File: config.mk
export PLATFORM = sky130hd
export DESIGN_NAME = bp_update_queue
export DESIGN_NICKNAME = d
export VERILOG_FILES = /design/src/rtl/bp_update_queue.sv
export SDC_FILE = /design/constraint.sdc
export NUM_CORES = 1
export LEC_CHECK = 0
export ABC_CLOCK_PERIOD_IN_PS = 5300
export CORE_ASPECT_RATIO = 0.75
export CORE_MARGIN = 5
export CORE_UTILIZATION = 60
export CTS_CLUSTER_SIZE = 8
export DETAILED_ROUTE_END_ITERATION = 10
export DONT_BUFFER_PORTS = 1
export PLACE_DENSITY = 0.87
export SYNTH_ARGS = -nofsm -noshare
export SYNTH_HDL_FRONTEND = slang
export SYNTH_SLANG_ARGS = --single-unit
File: constraint.sdc
create_clock -name clk -period 5.3 [get_ports clk]
set_input_delay 0.53 -clock clk [delete_from_list [all_inputs] [get_ports clk]]
set_output_delay 0.53 -clock clk [all_outputs]
set_load 0.03 [all_outputs]
File: src/rtl/bp_update_queue.sv
// bp_update_queue: branch-prediction update queue.
// Fetch allocates entries (PC + 2-bit prediction) in program order, the
// resolution unit marks them resolved out of order by tag, and resolved
// entries drain in program order as one predictor update per cycle.
// A flush squashes every entry younger than flush_tag.
// Optional statistics counters are built when BPUQ_STATS_EN is defined;
// otherwise stat_updates/stat_mispredicts are tied to zero.
//
// Handshake: an allocation happens in a cycle where fetch_valid and
// fetch_ready are both high and no flush is present; fetch_tag names the
// entry taken by that allocation. The update port has no backpressure:
// update_valid is a one-cycle strobe per drained entry.
module bp_update_queue #(
  parameter int DEPTH = 8,
  parameter int IDX_W = $clog2(DEPTH)
) (
  input  logic             clk,
  input  logic             rst,
  input  logic             fetch_valid,
  input  logic [31:0]      fetch_pc,
  input  logic [1:0]       fetch_pred,
  output logic             fetch_ready,
  output logic [IDX_W-1:0] fetch_tag,
  input  logic             resolve_valid,
  input  logic [IDX_W-1:0] resolve_tag,
  input  logic             resolve_taken,
  input  logic             flush_valid,
  input  logic [IDX_W-1:0] flush_tag,
  output logic             update_valid,
  output logic [31:0]      update_pc,
  output logic             update_taken,
  output logic [1:0]       update_pred,
  output logic             mispredict,
  output logic [31:0]      stat_updates,
  output logic [31:0]      stat_mispredicts
);

  localparam logic [IDX_W:0] DEPTH_CNT = (IDX_W+1)'(DEPTH);

  // Per-entry state
  logic [DEPTH-1:0] valid_q;
  logic [DEPTH-1:0] resolved_q;
  logic [DEPTH-1:0] taken_q;
  logic [31:0]      pc_q   [DEPTH];
  logic [1:0]       pred_q [DEPTH];

  // Circular buffer pointers
  logic [IDX_W-1:0] head_q;
  logic [IDX_W-1:0] tail_q;
  logic [IDX_W:0]   count_q;

  // Per-cycle events
  logic             alloc;
  logic             drain;
  logic             flush_ok;
  logic             resolve_ok;
  logic             mp_next;
  logic [IDX_W-1:0] flush_off;
  logic [IDX_W-1:0] resolve_off;
  logic [DEPTH-1:0] squash_mask;
  logic [DEPTH-1:0] drain_mask;
  logic [DEPTH-1:0] alloc_mask;
  logic [DEPTH-1:0] resolve_mask;
  logic [IDX_W:0]   count_next;
  logic [IDX_W-1:0] tail_next;

  assign fetch_ready = !rst && (count_q < DEPTH_CNT);
  assign fetch_tag   = tail_q;

  assign alloc    = fetch_valid && fetch_ready && !flush_valid;
  // Uses the registered resolved bit, so a resolve this cycle drains next cycle.
  assign drain    = valid_q[head_q] && resolved_q[head_q];
  assign flush_ok = flush_valid && valid_q[flush_tag];

  // Age of an entry = distance from head; valid entries are contiguous from head.
  assign flush_off   = flush_tag - head_q;
  assign resolve_off = resolve_tag - head_q;

  assign resolve_ok = resolve_valid && valid_q[resolve_tag] && !resolved_q[resolve_tag]
                      && !(flush_ok && (resolve_off > flush_off));
  assign mp_next    = resolve_ok && (resolve_taken != pred_q[resolve_tag][1]);

  // Per-entry masks for squash, drain, allocation and resolution
  always_comb begin
    squash_mask  = '0;
    drain_mask   = '0;
    alloc_mask   = '0;
    resolve_mask = '0;
    for (int i = 0; i < DEPTH; i++) begin
      squash_mask[i]  = flush_ok && ((IDX_W'(i) - head_q) > flush_off);
      drain_mask[i]   = drain && (head_q == IDX_W'(i));
      alloc_mask[i]   = alloc && (tail_q == IDX_W'(i));
      resolve_mask[i] = resolve_ok && (resolve_tag == IDX_W'(i));
    end
  end

  // Next occupancy and tail; a flush rebuilds both from flush_tag
  always_comb begin
    count_next = count_q;
    tail_next  = tail_q;
    if (flush_ok) begin
      count_next = {1'b0, flush_off} + (IDX_W+1)'(1) - {{IDX_W{1'b0}}, drain};
      tail_next  = flush_tag + IDX_W'(1);
    end else begin
      count_next = count_q + {{IDX_W{1'b0}}, alloc} - {{IDX_W{1'b0}}, drain};
      if (alloc) tail_next = tail_q + IDX_W'(1);
    end
  end

  // Control state, pointers and registered outputs
  always_ff @(posedge clk) begin
    if (rst) begin
      valid_q      <= '0;
      resolved_q   <= '0;
      head_q       <= '0;
      tail_q       <= '0;
      count_q      <= '0;
      update_valid <= 1'b0;
      update_pc    <= '0;
      update_taken <= 1'b0;
      update_pred  <= '0;
      mispredict   <= 1'b0;
    end else begin
      valid_q      <= (valid_q & ~squash_mask & ~drain_mask) | alloc_mask;
      resolved_q   <= (resolved_q & ~alloc_mask) | resolve_mask;
      head_q       <= drain ? head_q + IDX_W'(1) : head_q;
      tail_q       <= tail_next;
      count_q      <= count_next;
      update_valid <= drain;
      if (drain) begin
        update_pc    <= pc_q[head_q];
        update_taken <= taken_q[head_q];
        update_pred  <= pred_q[head_q];
      end
      mispredict <= mp_next;
    end
  end

  // Entry payload storage; contents are qualified by valid_q so need no reset
  always_ff @(posedge clk) begin
    if (alloc) begin
      pc_q[tail_q]   <= fetch_pc;
      pred_q[tail_q] <= fetch_pred;
    end
    if (resolve_ok) taken_q[resolve_tag] <= resolve_taken;
  end

`ifdef BPUQ_STATS_EN
  logic [31:0] stat_upd_q;
  logic [31:0] stat_mp_q;

  // Wrapping event counters, advanced in step with the update/mispredict strobes
  always_ff @(posedge clk) begin
    if (rst) begin
      stat_upd_q <= '0;
      stat_mp_q  <= '0;
    end else begin
      if (drain)   stat_upd_q <= stat_upd_q + 32'd1;
      if (mp_next) stat_mp_q  <= stat_mp_q + 32'd1;
    end
  end

  assign stat_updates     = stat_upd_q;
  assign stat_mispredicts = stat_mp_q;
`else
  assign stat_updates     = '0;
  assign stat_mispredicts = '0;
`endif

endmodule

# After elaboration in Yosys (flattened, before gate mapping)
# Memory sizes are Yosys's and may differ from the RTL's. A register that Yosys moved wholly into a read port is not among the register bits.
# Cells that the tools add are included.
[totals]
input_bits = 46
out_inout_bits = 105
ramBits = 272
word_cells = 143
memories = 2
register_bits = 37
[op_classes]
order_cmp = 14
n_reduce_logical = 51
muxes = 20
bitwise = 8
eq_ne = 22
n_addsub = 17
[memory_table]
columns = ["memory", "words", "width", "rd", "rd_ports_with_merged_regs", "write_ports", "line_no", "text"]
rows = [
  ["pc_q", 8, 32, 1, 1, 1, "44", "logic [31:0] pc_q [DEPTH];"],
  ["pred_q", 8, 2, 2, 1, 1, "45", "logic [1:0] pred_q [DEPTH];"],
]
[ops]
columns = ["op", "count"]
rows = [
  ["logical AND 1 bit", 43],
  ["== test 3 bit, second input constant", 12],
  ["> comparator 3 bit", 9],
  ["bitwise AND 8 bit", 3],
  ["inverter 8 bit", 3],
  ["binary-select mux 1 bit (select 3 bit)", 6],
  ["== test 3 x 2 -> 1 bit, second input constant", 6],
  ["OR 8 bit", 2],
  ["< comparator 3 x 4 -> 1 bit, second input constant", 3],
  ["subtractor 3 bit, first input constant", 4],
  ["adder 3 x 1 -> 3 bit, second input constant", 3],
  ["== test 3 x 1 -> 1 bit, second input constant", 3],
  ["logical NOT 3 bit", 3],
  ["two-way mux 1 bit", 9],
  ["bitwise mux 8 bit", 1],
  ["subtractor 4 x 1 -> 4 bit", 2],
  ["two-way mux 3 bit", 2],
  ["subtractor 1 x 3 -> 3 bit, first input constant", 2],
  ["subtractor 2 x 3 -> 3 bit, first input constant", 2],
  ["subtractor 3 bit", 2],
  ["adder 3 x 1 -> 4 bit, second input constant", 1],
  ["adder 4 x 1 -> 4 bit", 1],
  ["logical NOT 1 bit", 4],
  ["< comparator 4 bit, second input constant", 1],
  ["5 further kinds", 5],
]

# Logic depth before layout (Yosys ltp)
# Gate-level depths: netlist of the first run.
[depth]
depth_word = 8
ltp_mapped = 13
ltp_nobuf = 11

# Least setup slack after synthesis of the first run
# Ideal clock, no wire load.
[synth_path]
kind = "input-to-reg"
start = "input flush_valid"
end = "memory pc_q[0][0] (enable)"
setup_slack_ns = 1.138
cell_stages = 3
required_ns = 4.828
n_path_buf = 0
setup_time_ns = 0.472
arrival_time_ns = 3.690
path_cell_list = "nor4b_2 nand2b_1 nor3_1"
[synth_between]
elab_chain_cells = 4
[synth_rtl]
columns = ["item", "line_no", "text"]
rows = [
  ["start, declared", "27", "input logic flush_valid,"],
  ["logical NOT 1 bit", "70", "assign alloc = fetch_valid && fetch_ready && !flush_valid;"],
  ["logical AND 1 bit", "70", ""],
  ["two-way mux 1 bit", "141", "if (alloc) begin"],
  ["two-way mux 1 bit (not written as such)", "142", "pc_q[tail_q] <= fetch_pc;"],
  ["end, declared", "44", ""],
]
# No other way between the ends.

# Worst setup path in the final report of the first run
[layout_path]
start = "register head_q[0]"
end = "register resolved_q[4]"
[layout_between]
elab_chain_cells = 7
elab_cells_between_ends = 8
cone_classes = "add/sub: 2; order compare: 1; bitwise: 1; reduce/logical: 4"
[layout_rtl]
columns = ["item", "line_no", "text"]
rows = [
  ["start, declared", "48", "logic [IDX_W-1:0] head_q;"],
  ["start signal, assigned", "126", "head_q <= drain ? head_q + IDX_W'(1) : head_q;"],
  ["subtractor 3 bit (on tied branches)", "77, 76", ""],
  ["> comparator 3 bit *", "80", "&& !(flush_ok && (resolve_off > flush_off));"],
  ["logical AND 1 bit *", "80", ""],
  ["logical NOT 1 bit *", "80", ""],
  ["logical AND 1 bit *", "80", ""],
  ["logical AND 1 bit *", "93", "resolve_mask[i] = resolve_ok && (resolve_tag == IDX_W'(i));"],
  ["OR 8 bit *", "125", "resolved_q <= (resolved_q & ~alloc_mask) | resolve_mask;"],
  ["end signal, assigned", "125", ""],
  ["end, declared", "42", "logic [DEPTH-1:0] resolved_q;"],
]
# Mark *: on every way between the ends. The rest lies on a longest branch, timed or not.
# A chain may end at the register's enable or synchronous reset.

==> key figures, run 1 <==
Clock tree
  • Clk_lat worst skew: 0.54 ns
  • Postcts setup bufs: 0
  • CTS Buffer Depth: 3
  • CTS Sinks: 343
  • Total CTS buffers: 48
  • CTS resizes: 0
  • Root buffer cell: clkbuf_16
  • Hold buffer count at cts: 0
  • CTS tree: yes
  • Clock slew at reported path FFs: 0.06 ns
  • H-tree levels: 2

Finish
  • Layout area overhead: 10.3%
  • ANT cells: 0
  • Fillers: 1552
  • Area occupied by registers: 9680 um^2
  • Final net count: 1006
  • Ratio of cells with drive above 1 in the final layout: 0.168
  • Post-route cell area: 16000 um^2
  • Final Non-Filler Cells: 1274
  • Multi-input gate area: 4310 um^2

Synthesis
  • Post-synthesis sequential area ratio: 0.666
  • Ys async rst share: 0
  • Mapped Area: 14500 um^2
  • Post-synth EDFFs: 280
  • Yosys warns: 0
  • Top cell type's share of synthesized area: 0.580
  • Post-synth top area cell: edfxtp_1
  • Avg Inst Size Synth: 15.9 um^2
  • Synth Flop Type: edfxtp_1
  • Synth Area in Simple Gates: 0.0632
  • Synth Instances: 914
  • Post-synthesis mux area share: 0.121
  • Yosys reg bits: 343
  • Largest family of logic cells by synthesized area: multiplexers
  • Synth top area cells: edfxtp_1 58%, mux4_2 11%, dfxtp_1 8.7%, buf_4 3.8%, nand2_1 2.6%
  • Adder-Cell Fraction of Synth Area: 0.0311
  • Synth Area in XOR/XNOR: 0.0101
  • Compound-Gate Fraction of Synth Area: 0.0518
  • Distinct cell type count of the synthesized netlist: 62

Run
  • Max-Cap Viols: 0

Floorplan
  • Initial Utilization: 0.607
  • Row Count: 49
  • Floorplan core area: 23900 um^2
  • Die footprint: 27400 um^2
  • Die height: 145 um
  • Die width: 190 um
  • # IOs: 151

Worst hold path
  • HP Start: rst
  • WHS Path Cells: 1
  • Worst Hold End: count_q[3]
  • HP Class: in2reg

Pwr
  • Leak: 5.23 nW
  • PwrDens: 377 nW/um^2
  • Max VDD drop: 0.000301 V

Drt
  • DRC Markers: 0
  • Final ANT Viol Nets: 0
  • Vias per Instance: 6.24
  • Drt pass-1 iters: 5
  • Vias post-DR: 7953
  • Wire length per cell: 24.8 um
  • Starting DRT DRC Count: 718
  • Routed wire length: 31600 um

STA
  • Worst Slack Setup Final: 1.62 ns
  • Tightest Pin Transition: 1.26 ns
  • Final setup violation count: 0
  • Final Slew Violations: 0
  • Hold WS: 0.0556 ns
  • Final Hold Viols: 0
  • Maximum clock rate: 272 MHz
  • Setup repair after global routing missed its margin: no
  • Fin crit period: 3.68 ns
  • Final worst-path cycle share: 0.695
  • Slew margin rel.: 0.155
  • Setup TNS: 0 ns
  • Setup Skew: 0.0136 ns

Worst setup path
  • R2R depth: 9
  • R2r startpoint: head_q[0]
  • Worst r2r dst: resolved_q[4]
  • Arr. time, crit path: 4.04 ns
  • R2r setup slk: 1.62 ns
  • Critical Path RT: 5.66 ns
  • CP Launch Type: flip-flop
  • Critical-path maximum fanout: 35
  • Crit Path Class: reg2reg
  • CP Capture Type: flip-flop

GRT
  • Global-route wire length before repair: 47700 um
  • Total track usage: 0.231
  • Largest net degree at the start of global routing: 79
  • GR Overflow Total: 0
  • Initial antenna violation count: 0
  • Number of global-route vias before repair: 8113

Place
  • Hpwl dp: 18100 um
  • Gpl congestion: 0.927
  • Buffers on Ports: 0
  • Dpl ws: 1.64 ns
  • Placed insts: 1185
  • Placed cell areas: 14600 um^2

Status
  • Status: complete, no violations
==> worst max-delay path by stage <==
| stage | slack [ns] | to | from |
|---|---|---|---|
| 6_report | 1.62 | resolved_q[4] | head_q[0] |
| 5_1_grt | 1.34 | resolved_q[5] | head_q[0] |
| 4_1_cts | 1.64 | resolved_q[4] | head_q[0] |
| 3_5_place_dp | 1.64 | resolved_q[4] | head_q[0] |
| 3_3_place_gp | 1.70 | resolved_q[4] | head_q[0] |
| 2_1_floorplan | 1.14 | pc_q[0][0] | flush_valid |
==> flip-flops by register name (all words and copies together), names as in the netlist <==
register      flops
pc_q            256
mispredict        1
head_q            3
resolved_q        8
count_q           4
update_pc        32
fetch_tag         3
update_pred       2
update_valid      1
valid_q           8
pred_q           16
update_taken      1
taken_q           8
==> layout by cell type (no fill, tap or decap), drive strengths merged, types with 25 or more instances in the layout <==
cell,Yosys,layout
dfxtp,63,63
clkbuf,24,88
mux4,74,74
ha,28,28
inv,25,25
conb,1,64
edfxtp,280,280
nand2,101,101
a311oi,36,36
nor2,53,53
==> synth_stat cells, types with 4 or more instances <==
library cell and count:
a21o_1 4, a21oi_1 10, a311oi_1 36, a41o_1 5, buf_2 12, buf_4 73
clkbuf_1 23, dfxtp_1 63, edfxtp_1 280, ha_1 28, inv_1 24, mux2i_1 7
mux4_2 74, nand2_1 101, nand2b_1 7, nand3_1 9, nor2_1 53, nor2b_1 5
nor3_1 14, nor3b_1 4, o21ai_0 5, o32ai_1 7, xnor2_1 12
==> kinds of logic (layout without fill, tap and decap cells) <==
group,count (synthesis),count (layout)
AOI/OAI and AO/OA,92,92
xor gates and xnor gates,15,15
adders and majority gates,35,35
buffers and inverters,138,129
DFF,343,343
muxes,83,83
other,1,64
and+or+nand+nor,207,207
==> critical path, cell delays in order (launching register included) <==
cell and delay, ns:
dfxtp_4 0.76, ha_1 0.29, inv_1 0.07, fa_1 0.40, xnor2_2 0.22, xnor2_2 0.45, ha_1 0.34, and3_1 0.18
o311ai_2 0.64, o32ai_1 0.14
==> power by group <==
part	leakage (nW)	switching [W]	internal [W]	total (W)
Combinational	1.53	0.000143	0.0000677	0.000211
Clock	0.668	0.00108	0.00175	0.00284
Sequential	3.03	0.0000269	0.00295	0.00298
Total	5.23	0.00125	0.00477	0.00603
==> per-layer routing <==
metal,GRT usage,vias up,share of wire
li1,-,3424,-
met1,0.297,4058,0.37
met2,0.389,420,0.50
met3,0.0662,51,0.11
met4,0.0731,0,0.021
met5,0,-,0
==> final cells by class <==
class / count / area share
sequential: 343 / 0.605
multi-input combinational: 496 / 0.270
clock buffer: 88 / 0.0871
tap: 306 / 0.0239
timing repair buffer: 14 / 0.00735
inverter: 26 / 0.00610
clock inverter: 1 / 0.00102
==> per-stage QoR <==
step	power, W	util
finish	0.00603	0.669
global route	0.00621	0.669
CTS	0.00605	0.669
detailed placement	0.00323	0.610
global placement	0.00323	0.610
floorplan	0.00324	-
(Power assumes the default switching activity.)
==> inputs of run 2 (changes only) <==
--- a/config.mk
+++ b/config.mk
@@ -5,7 +5,7 @@
 export SDC_FILE = /design/constraint.sdc
 export NUM_CORES = 1
 export LEC_CHECK = 0
-export ABC_CLOCK_PERIOD_IN_PS = 5300
+export ABC_CLOCK_PERIOD_IN_PS = 3410
 export CORE_ASPECT_RATIO = 0.75
 export CORE_MARGIN = 5
 export CORE_UTILIZATION = 60
==> constraint.sdc (replaced) <==
create_clock -name clk -period 3.41 [get_ports clk]
set_input_delay 0.341 -clock clk [delete_from_list [all_inputs] [get_ports clk]]
set_output_delay 0.341 -clock clk [all_outputs]
set_load 0.03 [all_outputs]
==> key figures, run 2 (same netlist as run 1, synthesis figures left out) <==
Status
  • Status: complete, no violations

Worst setup path
  • CP Cell Sequence: inv_2, fa_1, xnor2_2, xnor2_2, ha_1, and3_1, o311ai_2, o32ai_1
  • CP Depth: 8
  • Crit-path slowest cell: o311ai_2
  • CP Capture Type: flip-flop
  • Arr. time, crit path: 3.46 ns
  • CP Launch Type: flip-flop
  • Critical-path maximum fanout: 11
  • Crit-path leading delay family: adder cells
  • Slowest cell delay on critical path: 0.63 ns
  • Critical Path RT: 3.78 ns
  • Crit Path Class: reg2reg
  • Worst path buffer plus inverter count: 1
  • R2R depth: 8
  • Most frequent CP cell: xnor2_2

Finish
  • Final net count: 1056
  • Final core utilization: 0.691
  • Largest registers: pc_q (256), update_pc (32), pred_q (16)
  • Final Non-Filler Cells: 1325
  • Layout area overhead: 13.9%
  • Ratio of cells with drive above 1 in the final layout: 0.171
  • Max reg flops: 256
  • Largest Register: pc_q
  • Post-route cell area: 16500 um^2
  • Most common cell after layout, fill and taps aside: edfxtp_1
  • Most frequent cells in the layout: 280 x edfxtp_1, 101 x nand2_1, 74 x mux4_2

Place
  • Placed cell areas: 14700 um^2
  • Gpl congestion: 0.920
  • Buffers on Ports: 0
  • Hpwl dp: 17900 um
  • Placed insts: 1195

Worst hold path
  • WHS Path Cells: 2
  • HP Class: in2reg

Drt
  • Vias per Instance: 6.16
  • Starting DRT DRC Count: 721
  • Routed wire length: 31800 um
  • Wire length per cell: 24.0 um
  • Final ANT Viol Nets: 0
  • Vias post-DR: 8163
  • DRC Markers: 0
  • Drt pass-1 iters: 5

STA
  • Setup Skew: 0.0198 ns
  • Final worst-path cycle share: 0.905
  • Maximum clock rate: 324 MHz
  • Setup TNS: 0 ns
  • Final setup violation count: 0
  • Slew margin rel.: 0.208
  • Final Slew Violations: 0
  • Fin crit period: 3.09 ns
  • Tightest Pin Transition: 1.17 ns
  • Setup repair after global routing missed its margin: no
  • Final Hold Viols: 0

Clock tree
  • Total CTS buffers: 48
  • CTS Buffer Depth: 3
  • CTS Sinks: 343
  • CTS resizes: 0
  • Clock slew at reported path FFs: 0.05 ns
  • H-tree levels: 2
  • CTS tree: yes
  • Root buffer cell: clkbuf_16
  • Hold buffer count at cts: 40
  • Clk_lat worst skew: 0.55 ns
  • Postcts setup bufs: 0

Pwr
  • Sequential share of power: 0.491
  • Leak: 5.45 nW
  • Power Total: 0.00941 W
  • Comb pwr share: 0.045
  • Max VDD drop: 0.000452 V
  • PwrDens: 570 nW/um^2
  • Clk network pwr share: 0.463
  • Cell Int Power: 0.00740 W
  • P_sw: 0.00201 W
  • Sw Ratio: 0.213

GRT
  • Total track usage: 0.233
  • GR Overflow Total: 0
  • Initial antenna violation count: 1
  • Global-route wire length before repair: 48500 um
  • Largest net degree at the start of global routing: 48
  • Number of global-route vias before repair: 8370

Floorplan
  • Die height: 145 um
  • # IOs: 151
  • Row Count: 49
  • Die footprint: 27400 um^2
  • Die width: 190 um
  • Initial Utilization: 0.607
  • Floorplan core area: 23900 um^2

Run
  • Max-Cap Viols: 0
run 2: final cells by class:
class / instances / area (um^2)
sequential: 343 / 9680
fill: 1488 / 7390
multi-input combinational: 496 / 4330
clock buffer: 87 / 1370
timing repair buffer: 64 / 648
tap: 306 / 383
inverter: 26 / 97.6
clock inverter: 2 / 17.5
antenna: 1 / 2.50
run 2: power by group through the flow:
stage | Combinational, W | Sequential, W | Clock (W)
3_3_place_gp | 0.000316 | 0.00470 | 0
4_1_cts | 0.000419 | 0.00462 | 0.00443
3_5_place_dp | 0.000323 | 0.00470 | 0
6_report | 0.000425 | 0.00462 | 0.00436
2_1_floorplan | 0.000345 | 0.00469 | 0
5_1_grt | 0.000461 | 0.00462 | 0.00464
run 2: metal layers:
metal / up-vias / global-route usage / wire (um)
met5: - / 0 / 0
met4: 0 / 0.0772 / 814
met3: 75 / 0.0571 / 2970
met2: 432 / 0.403 / 16000
met1: 4124 / 0.297 / 11900
li1: 3532 / - / -
run 2: path summary, 6_finish.rpt:
kind	start	slack, ns	to
min	resolve_tag[1]	0.04	resolved_q[6]
max	head_q[1]	0.32	resolved_q[4]
max reg2reg	head_q[1]	0.32	resolved_q[4]
min reg2reg	resolved_q[7]	0.51	resolved_q[7]
run 2: per-stage QoR:
stage,worst slack (ns),hold WS [ns]
after floorplan,0.232,0.440
final,0.324,0.0356
after CTS,0.375,0.0115
after global routing,0.213,0.0316
after detailed placement,0.339,0.416
after global placement,0.434,0.411
==> inputs of run 3 (changes only) <==
--- a/config.mk
+++ b/config.mk
@@ -12,6 +12,7 @@
 export CTS_CLUSTER_SIZE = 8
 export DETAILED_ROUTE_END_ITERATION = 10
 export DONT_BUFFER_PORTS = 1
+export MAX_ROUTING_LAYER = met4
 export PLACE_DENSITY = 0.87
 export SYNTH_ARGS = -nofsm -noshare
 export SYNTH_HDL_FRONTEND = slang
==> key figures, run 3 (same netlist as run 1, synthesis figures left out) <==
Worst setup path
  • Critical Path RT: 3.79 ns
  • CP Depth: 8
  • Critical-path maximum fanout: 11
  • R2R depth: 8
  • Worst path buffer plus inverter count: 1
  • Crit-path leading delay family: adder cells
  • Crit Path Class: reg2reg
  • Critical Path Source: head_q[1]
  • Arr. time, crit path: 3.45 ns
  • Slowest cell delay on critical path: 0.63 ns
  • CP Launch Type: flip-flop
  • CP Cell Sequence: inv_2, fa_1, xnor2_2, xnor2_2, ha_1, and3_1, o311ai_2, o32ai_1
  • Worst r2r dst: resolved_q[5]
  • R2r startpoint: head_q[1]
  • Most frequent CP cell: xnor2_2
  • Worst Setup EP: resolved_q[5]
  • CP Capture Type: flip-flop
  • R2r setup slk: 0.34 ns
  • Crit-path slowest cell: o311ai_2

Pwr
  • Max VDD drop: 0.000452 V
  • Clk network pwr share: 0.463
  • Cell Int Power: 0.00740 W
  • Leak: 5.45 nW
  • PwrDens: 570 nW/um^2
  • Sequential share of power: 0.491
  • Comb pwr share: 0.045
  • Sw Ratio: 0.213
  • Power Total: 0.00941 W
  • P_sw: 0.00201 W

Finish
  • Most frequent cells in the layout: 280 x edfxtp_1, 101 x nand2_1, 74 x mux4_2
  • Most common cell after layout, fill and taps aside: edfxtp_1
  • Max reg flops: 256
  • Largest Register: pc_q
  • Final net count: 1056
  • Largest registers: pc_q (256), update_pc (32), pred_q (16)
  • Ratio of cells with drive above 1 in the final layout: 0.171
  • Layout area overhead: 13.9%

Floorplan
  • Floorplan core area: 23900 um^2
  • Die footprint: 27400 um^2
  • Die height: 145 um
  • # IOs: 151
  • Initial Utilization: 0.607
  • Row Count: 49
  • Die width: 190 um

STA
  • Setup repair after global routing missed its margin: no
  • Final setup violation count: 0
  • Fin crit period: 3.07 ns
  • Final worst-path cycle share: 0.901
  • Final Slew Violations: 0
  • Setup Skew: 0.0167 ns
  • Slew margin rel.: 0.213
  • Hold WS: 0.0320 ns
  • Tightest Pin Transition: 1.16 ns
  • Setup TNS: 0 ns
  • Final Hold Viols: 0
  • Maximum clock rate: 325 MHz

Clock tree
  • Clock slew at reported path FFs: 0.05 ns
  • Clk_lat worst skew: 0.55 ns
  • Root buffer cell: clkbuf_16
  • CTS Sinks: 343
  • Total CTS buffers: 48
  • CTS Buffer Depth: 3
  • H-tree levels: 2
  • CTS tree: yes

Drt
  • Final ANT Viol Nets: 0
  • Vias post-DR: 8101
  • DRC Markers: 0
  • Wire length per cell: 23.9 um
  • Vias per Instance: 6.11
  • Drt pass-1 iters: 5
  • Routed wire length: 31700 um
  • Starting DRT DRC Count: 645

GRT
  • Global-route wire length before repair: 48500 um
  • Largest net degree at the start of global routing: 48
  • Number of global-route vias before repair: 8363
  • Initial antenna violation count: 1
  • Total track usage: 0.241
  • GR Overflow Total: 0

Status
  • Status: complete, no violations

Worst hold path
  • HP Class: in2reg

Place
  • Buffers on Ports: 0
  • Hpwl dp: 17900 um
  • Gpl congestion: 0.936

Run
  • Max-Cap Viols: 0
## run 3: layout make-up
type	count	area [um^2]
Inverter	26	97.6
Timing Repair Buffer	64	648
Antenna cell	1	2.50
Clock buffer	87	1370
Sequential cell	343	9680
Clock inverter	2	17.5
Multi-Input combinational cell	496	4330
Tap cell	306	383
Fill cell	1488	7390
## run 3: what timing repair did
action | in CTS | in global routing
setup buffers | 0 | 0
hold endpoints to repair | 332 | 0
hold buffers | 40 | 0
resized for setup | 0 | 0
## run 3: worst min-delay path by stage
stage	start	to	slack, ns	depth (start not counted)
after global routing	resolve_tag[1]	resolved_q[6]	0.03	2
final	resolve_tag[1]	resolved_q[6]	0.03	2
after floorplan	fetch_pc[0]	pc_q[0][0]	0.44	0
after detailed placement	rst	head_q[1]	0.42	1
after CTS	resolve_tag[1]	resolved_q[6]	0.01	2
after global placement	rst	head_q[0]	0.41	1
## run 3: metal layers
metal / global-route usage / vias to the layer above / routed length [um]
met5: - / - / 0
met4: 0.0765 / 0 / 778
met3: 0.0559 / 73 / 2740
met2: 0.403 / 383 / 16100
met1: 0.298 / 4110 / 12100
li1: - / 3535 / -
## run 3: power groups by stage
stage,Sequential [W],Clock [W],Combinational [W]
3_3_place_gp,0.00470,0,0.000316
2_1_floorplan,0.00469,0,0.000345
3_5_place_dp,0.00470,0,0.000323
6_report,0.00462,0.00436,0.000425
4_1_cts,0.00462,0.00443,0.000419
5_1_grt,0.00462,0.00464,0.000461
## run 3: metrics by stage
step / worst slack [ns] / util / cell area [um^2] / instances
finish: 0.336 / 0.691 / 16500 / 1325
global route: 0.208 / 0.691 / 16500 / 1325
CTS: 0.375 / 0.691 / 16500 / 1324
detailed placement: 0.339 / 0.615 / 14700 / 1195
global placement: 0.434 / 0.615 / 14700 / 1195
floorplan: 0.232 / - / 14800 / 977
